==> src/rtl/shift_pkg.sv <==
// Shared types for the sequential shift unit: operation modes and FSM states.
// Raw 3-bit mode codes 5..7 all collapse to HOLD through decode_mode().
package shift_pkg;

    typedef enum logic [2:0] {
        MODE_LSR  = 3'd0,
        MODE_ASR  = 3'd1,
        MODE_LSL  = 3'd2,
        MODE_ROR  = 3'd3,
        MODE_ROL  = 3'd4,
        MODE_HOLD = 3'd5
    } mode_e;

    typedef enum logic [1:0] {
        ST_IDLE  = 2'd0,
        ST_SHIFT = 2'd1,
        ST_DONE  = 2'd2
    } state_e;

    function automatic mode_e decode_mode(input logic [2:0] raw);
        case (raw)
            3'd0:    return MODE_LSR;
            3'd1:    return MODE_ASR;
            3'd2:    return MODE_LSL;
            3'd3:    return MODE_ROR;
            3'd4:    return MODE_ROL;
            default: return MODE_HOLD;
        endcase
    endfunction

endpackage

==> src/rtl/shift_step.sv <==
// One 1-bit step of the selected shift/rotate; purely combinational, zero latency.
// No flow control; ejected_bit is the bit leaving q before the step (0 for HOLD).
module shift_step
    import shift_pkg::*;
#(
    parameter int WIDTH = 8
) (
    input  logic [WIDTH-1:0] q,
    input  mode_e            mode,
    output logic [WIDTH-1:0] next_q,
    output logic             ejected_bit
);

    always_comb begin
        next_q      = q;
        ejected_bit = 1'b0;
        case (mode)
            MODE_LSR: begin
                next_q      = {1'b0, q[WIDTH-1:1]};
                ejected_bit = q[0];
            end
            MODE_ASR: begin
                next_q      = {q[WIDTH-1], q[WIDTH-1:1]};
                ejected_bit = q[0];
            end
            MODE_LSL: begin
                next_q      = {q[WIDTH-2:0], 1'b0};
                ejected_bit = q[WIDTH-1];
            end
            MODE_ROR: begin
                next_q      = {q[0], q[WIDTH-1:1]};
                ejected_bit = q[0];
            end
            MODE_ROL: begin
                next_q      = {q[WIDTH-2:0], q[WIDTH-1]};
                ejected_bit = q[WIDTH-1];
            end
            default: begin
                next_q      = q;
                ejected_bit = 1'b0;
            end
        endcase
    end

endmodule

==> src/rtl/seq_shift_unit.sv <==
// Sequential shifter: parallel load, then N single-bit steps; done pulses N+1 cycles after start.
// Commands (load/start) are ignored while busy; load wins over start in IDLE/DONE.
module seq_shift_unit
    import shift_pkg::*;
#(
    parameter int WIDTH = 8,
    parameter int AMT_W = $clog2(WIDTH + 1)
) (
    input  logic             clk,
    input  logic             reset_n,
    input  logic [WIDTH-1:0] load_val,
    input  logic             load_n,
    input  logic             start,
    input  logic [2:0]       mode,
    input  logic [AMT_W-1:0] amount,
    output logic [WIDTH-1:0] q,
    output logic             shift_out,
    output logic             busy,
    output logic             done
);

    localparam logic [AMT_W-1:0] CNT_ONE = AMT_W'(1);

    state_e           state_q, state_d;
    mode_e            mode_q;
    logic [AMT_W-1:0] cnt_q;
    logic [WIDTH-1:0] q_q;
    logic             shift_out_q;
    logic             do_load, do_start, do_step;
    logic [WIDTH-1:0] step_q;
    logic             step_bit;

    shift_step #(
        .WIDTH (WIDTH)
    ) u_step (
        .q           (q_q),
        .mode        (mode_q),
        .next_q      (step_q),
        .ejected_bit (step_bit)
    );

    always_ff @(posedge clk or negedge reset_n) begin
        if (!reset_n) begin
            state_q <= ST_IDLE;
        end else begin
            state_q <= state_d;
        end
    end

    always_comb begin
        state_d  = state_q;
        do_load  = 1'b0;
        do_start = 1'b0;
        do_step  = 1'b0;
        case (state_q)
            ST_IDLE, ST_DONE: begin
                state_d = ST_IDLE;
                if (!load_n) begin
                    do_load = 1'b1;
                end else if (start) begin
                    do_start = 1'b1;
                    state_d  = (amount == '0) ? ST_DONE : ST_SHIFT;
                end
            end
            ST_SHIFT: begin
                do_step = 1'b1;
                if (cnt_q == CNT_ONE) begin
                    state_d = ST_DONE;
                end
            end
            default: state_d = ST_IDLE;
        endcase
    end

    // HOLD steps still consume the count but leave shift_out untouched.
    always_ff @(posedge clk or negedge reset_n) begin
        if (!reset_n) begin
            q_q         <= '0;
            shift_out_q <= 1'b0;
            cnt_q       <= '0;
            mode_q      <= MODE_HOLD;
        end else begin
            if (do_load) begin
                q_q <= load_val;
            end else if (do_step) begin
                q_q   <= step_q;
                cnt_q <= cnt_q - CNT_ONE;
                if (mode_q != MODE_HOLD) begin
                    shift_out_q <= step_bit;
                end
            end
            if (do_start) begin
                mode_q <= decode_mode(mode);
                cnt_q  <= amount;
            end
        end
    end

    assign q         = q_q;
    assign shift_out = shift_out_q;
    assign busy      = (state_q == ST_SHIFT);
    assign done      = (state_q == ST_DONE);

endmodule

==> config.mk <==
export PLATFORM = sky130hd
export DESIGN_NAME = seq_shift_unit
export DESIGN_NICKNAME = d
export VERILOG_FILES = /design/src/rtl/shift_pkg.sv /design/src/rtl/shift_step.sv /design/src/rtl/seq_shift_unit.sv
export SDC_FILE = /design/constraint.sdc
export NUM_CORES = 1
export LEC_CHECK = 0
export ABC_AREA = 0
export CAP_MARGIN = 20
export CORE_MARGIN = 2
export CORE_UTILIZATION = 46
export DETAILED_ROUTE_END_ITERATION = 10
export GPL_TIMING_DRIVEN = 1
export PLACE_DENSITY = 0.76
export SLEW_MARGIN = 20
export SYNTH_ARGS = -nofsm -noshare
export SYNTH_HDL_FRONTEND = slang
export SYNTH_HIERARCHICAL = 1
export SYNTH_SLANG_ARGS = --single-unit
==> constraint.sdc <==
create_clock -name clk -period 1.4 [get_ports clk]
set_input_delay 0.28 -clock clk [delete_from_list [all_inputs] [get_ports clk]]
set_output_delay 0.28 -clock clk [all_outputs]
set_load 0.01 [all_outputs]
==> results_dict.tcl <==
set metrics [dict create \
    drt_iter0_drc 198 \
    syn_area_per_cell_um2 8.96 \
    slew_viol_final 0 \
    drive_gt1_share_pct 35.3 \
    crit_fanout 9 \
    place.gp.congestion 0.823 \
    vias 1496 \
    final_cell_area_um2 2130 \
    clock-sinks 18 \
    grtUsageTotal_pct 26.9 \
    nFillCells 203 \
    worst_r2r_endpoint "q[0]" \
    wl_per_cell_um 17.4 \
    grt_max_degree 19 \
    clk_latency_ns 0.29 \
    setup_viol 10 \
    synth_area_um2 1390 \
    core_area_um2 2810 \
    cts_root_buf "clkbuf_4" \
    slew_headroom_pct 76.3 \
    drc 0 \
    synth_nets 176 \
    fin_tns_setup_ns -1.14 \
    violations "negative setup slack" \
    ff2ff_setup_slack_ns -0.18 \
    min_period_ns 1.58 \
    hold_violations 0 \
    start_util_pct 49.5 \
    clk_path_buf_depth 2 \
    hold-worst-slack_ns 0.308 \
    fin_ws_ns -0.180 \
    ys_ff_latch 18 \
    drtPass1Iterations 4 \
    ys_types 48 \
    rsz0062_at_grt "yes" \
    crit_chain "buf_12, buf_6, nor3b_2, o21ai_1, o221a_2, mux2i_1, a21oi_1" \
    netlist_top_cells_count "dfrtp_1 (16), nand2_1 (15), mux2i_1 (11)" \
    cts_tree "built" \
    grt_pass1_wl_mm 7.07 \
    path_class "reg2reg" \
    peakVddDrop_mv 1.34 \
    fin_skew_ns 0.0102 \
    hold_buffers 0 \
    crit_end "q[0]" \
    fin_util_pct 76.0 \
    synth_top_area_share_pct 28.8 \
    synth_seq_area_share_pct 32.6 \
    first_global_vias 1497 \
    numPortBuffers 29 \
    wl_mm 4.39 \
    cp-startpoint "mode_q[2]" \
    die_w_um 58.9 \
    cts.clk_slew.worst_paths_ns 0.11 \
    r2r_start "mode_q[2]" \
    ios 30 \
    async_flop_share_pct 100 \
    antenna_found_initial 0 \
    die_area_um2 3470 \
    cts_buffers 3 \
    num_antenna_cells 0 \
    rows 19 \
    ctsHtreeMaxLevel 1 \
    synth_top_cell_by_area "dfrtp_1" \
    synth_edf_count 0 \
    syn_to_final_growth_pct 53.4 \
    crit_arrival_ns 1.75 \
    ant_nets 0 \
    vias_per_cell 5.94 \
    maxCapViolations 0 \
    slowest_stage "dfstp_2" \
    synth_area_leaders "dfrtp_1 (29%), mux2i_1 (7.9%), a211oi_1 (4.9%)" \
    cp_top_family "flip-flops" \
    fin_crit_sh_pct 113 \
    leakage_nw 0.925 \
    start_kind "flip-flop" \
    rr_worst_depth 7 \
    critPathMaxStageDelay_ns 0.58 \
    syn_inst 155 \
    final_nets 243 \
    cp_num_cells 7 \
    yosysWarnings 6 \
    endpoint_kind "flip-flop" \
    grt_overflow 0 \
    power_density_nw_per_um2 2460 \
    finalPower_mw 5.24 \
    worstPathRequired_ns 1.57 \
    yosysMostFrequentCell "dfrtp_1" \
    holdCritPathClass "in2async" \
    synthFlopType "dfrtp_1" \
    place_area_um2 1810 \
    fmax_mhz 633 \
    dp_hpwl_mm 2.73 \
    critPathBufInv 2 \
    status "finished with violations" \
    max_slew.worst_pin.slew_ns 0.355 \
    dieHeight_um 58.9 \
]
registers in the layout, summed over array words and instances (netlist names):
register	cells
q	8
cnt_q	4
mode_q	3
state_q	2
shift_out	1
per-stage QoR:
step / cells / setup slack, ns
finish: 252 / -0.180
detailed placement: 225 / -0.203
global placement: 225 / -0.156
global route: 252 / -0.240
floorplan: 155 / -0.0506
CTS: 248 / -0.151
worst register-to-register path: stages (launching register included):
cell	delay, ns
dfstp_2	0.58
buf_12	0.13
buf_6	0.12
nor3b_2	0.16
o21ai_1	0.10
o221a_2	0.15
mux2i_1	0.15
a21oi_1	0.08
logic make-up (layout without fill, tap and decap cells):
group | Yosys count | after routing | share of synthesized area (%)
and+or+nand+nor | 58 | 58 | 24.3
AOI/OAI and AO/OA | 48 | 48 | 24.4
DFF | 18 | 18 | 32.6
buffers and inverters | 16 | 82 | 7.48
muxes | 12 | 12 | 8.74
adders and majority gates | 2 | 2 | 1.80
xor gates and xnor gates | 1 | 1 | 0.631
metal layers:
metal | share of wire (%) | GRT usage, %
met5 | 0 | 0
met4 | 2.8 | 11.0
met3 | 4.6 | 3.74
met2 | 53 | 47.6
met1 | 40 | 32.5
power by group:
| group | internal [mW] | switching, mW | total, mW | leakage [nW] |
|---|---|---|---|---|
| sequential | 0.821 | 0.272 | 1.09 | 0.205 |
| combinational | 2.04 | 1.84 | 3.88 | 0.704 |
| clock | 0.111 | 0.160 | 0.270 | 0.0150 |
timing repair:
action | in CTS | in global routing
setup buffers | 17 | 4
pin swaps | 10 | 16
gates cloned | 2 | 0
resized for setup | 35 | 18
setup endpoints to repair | 21 | 16
final cells by class:
type	count	area (µm²)	share of cell area, %
Inverter	5	18.8	0.881
Sequential cell	18	459	21.6
Tap cell	31	38.8	1.82
Timing Repair Buffer	73	671	31.5
Clock buffer	4	26.3	1.23
Multi-Input combinational cell	121	917	43.0
how the worst min path moves through the flow:
stage,end,slack [ns],depth (start not counted)
floorplan,cnt_q[0],-0.02,0
global placement,shift_out,0.49,1
detailed placement,shift_out,0.50,1
CTS,q[4],0.31,2
global route,q[1],0.31,2
finish,state_q[0],0.31,2
cells in the final DEF, fill, tap and decap left out, types with 3 or more instances in the layout:
| master | n |
|---|---|
| a211oi_1 | 8 |
| a21oi_1 | 10 |
| and2b_1 | 6 |
| and3_1 | 3 |
| buf_4 | 36 |
| buf_6 | 5 |
| clkbuf_4 | 3 |
| clkdlybuf4s50_1 | 18 |
| dfrtp_1 | 11 |
| dfrtp_2 | 5 |
| dlygate4sd2_1 | 9 |
| inv_1 | 5 |
| mux2i_1 | 11 |
| nand2_1 | 13 |
| nand2b_1 | 5 |
| nand2b_4 | 3 |
| nor2_1 | 4 |
| nor2b_1 | 5 |
| o21ai_1 | 6 |
Power figures use the tool's default switching activity.
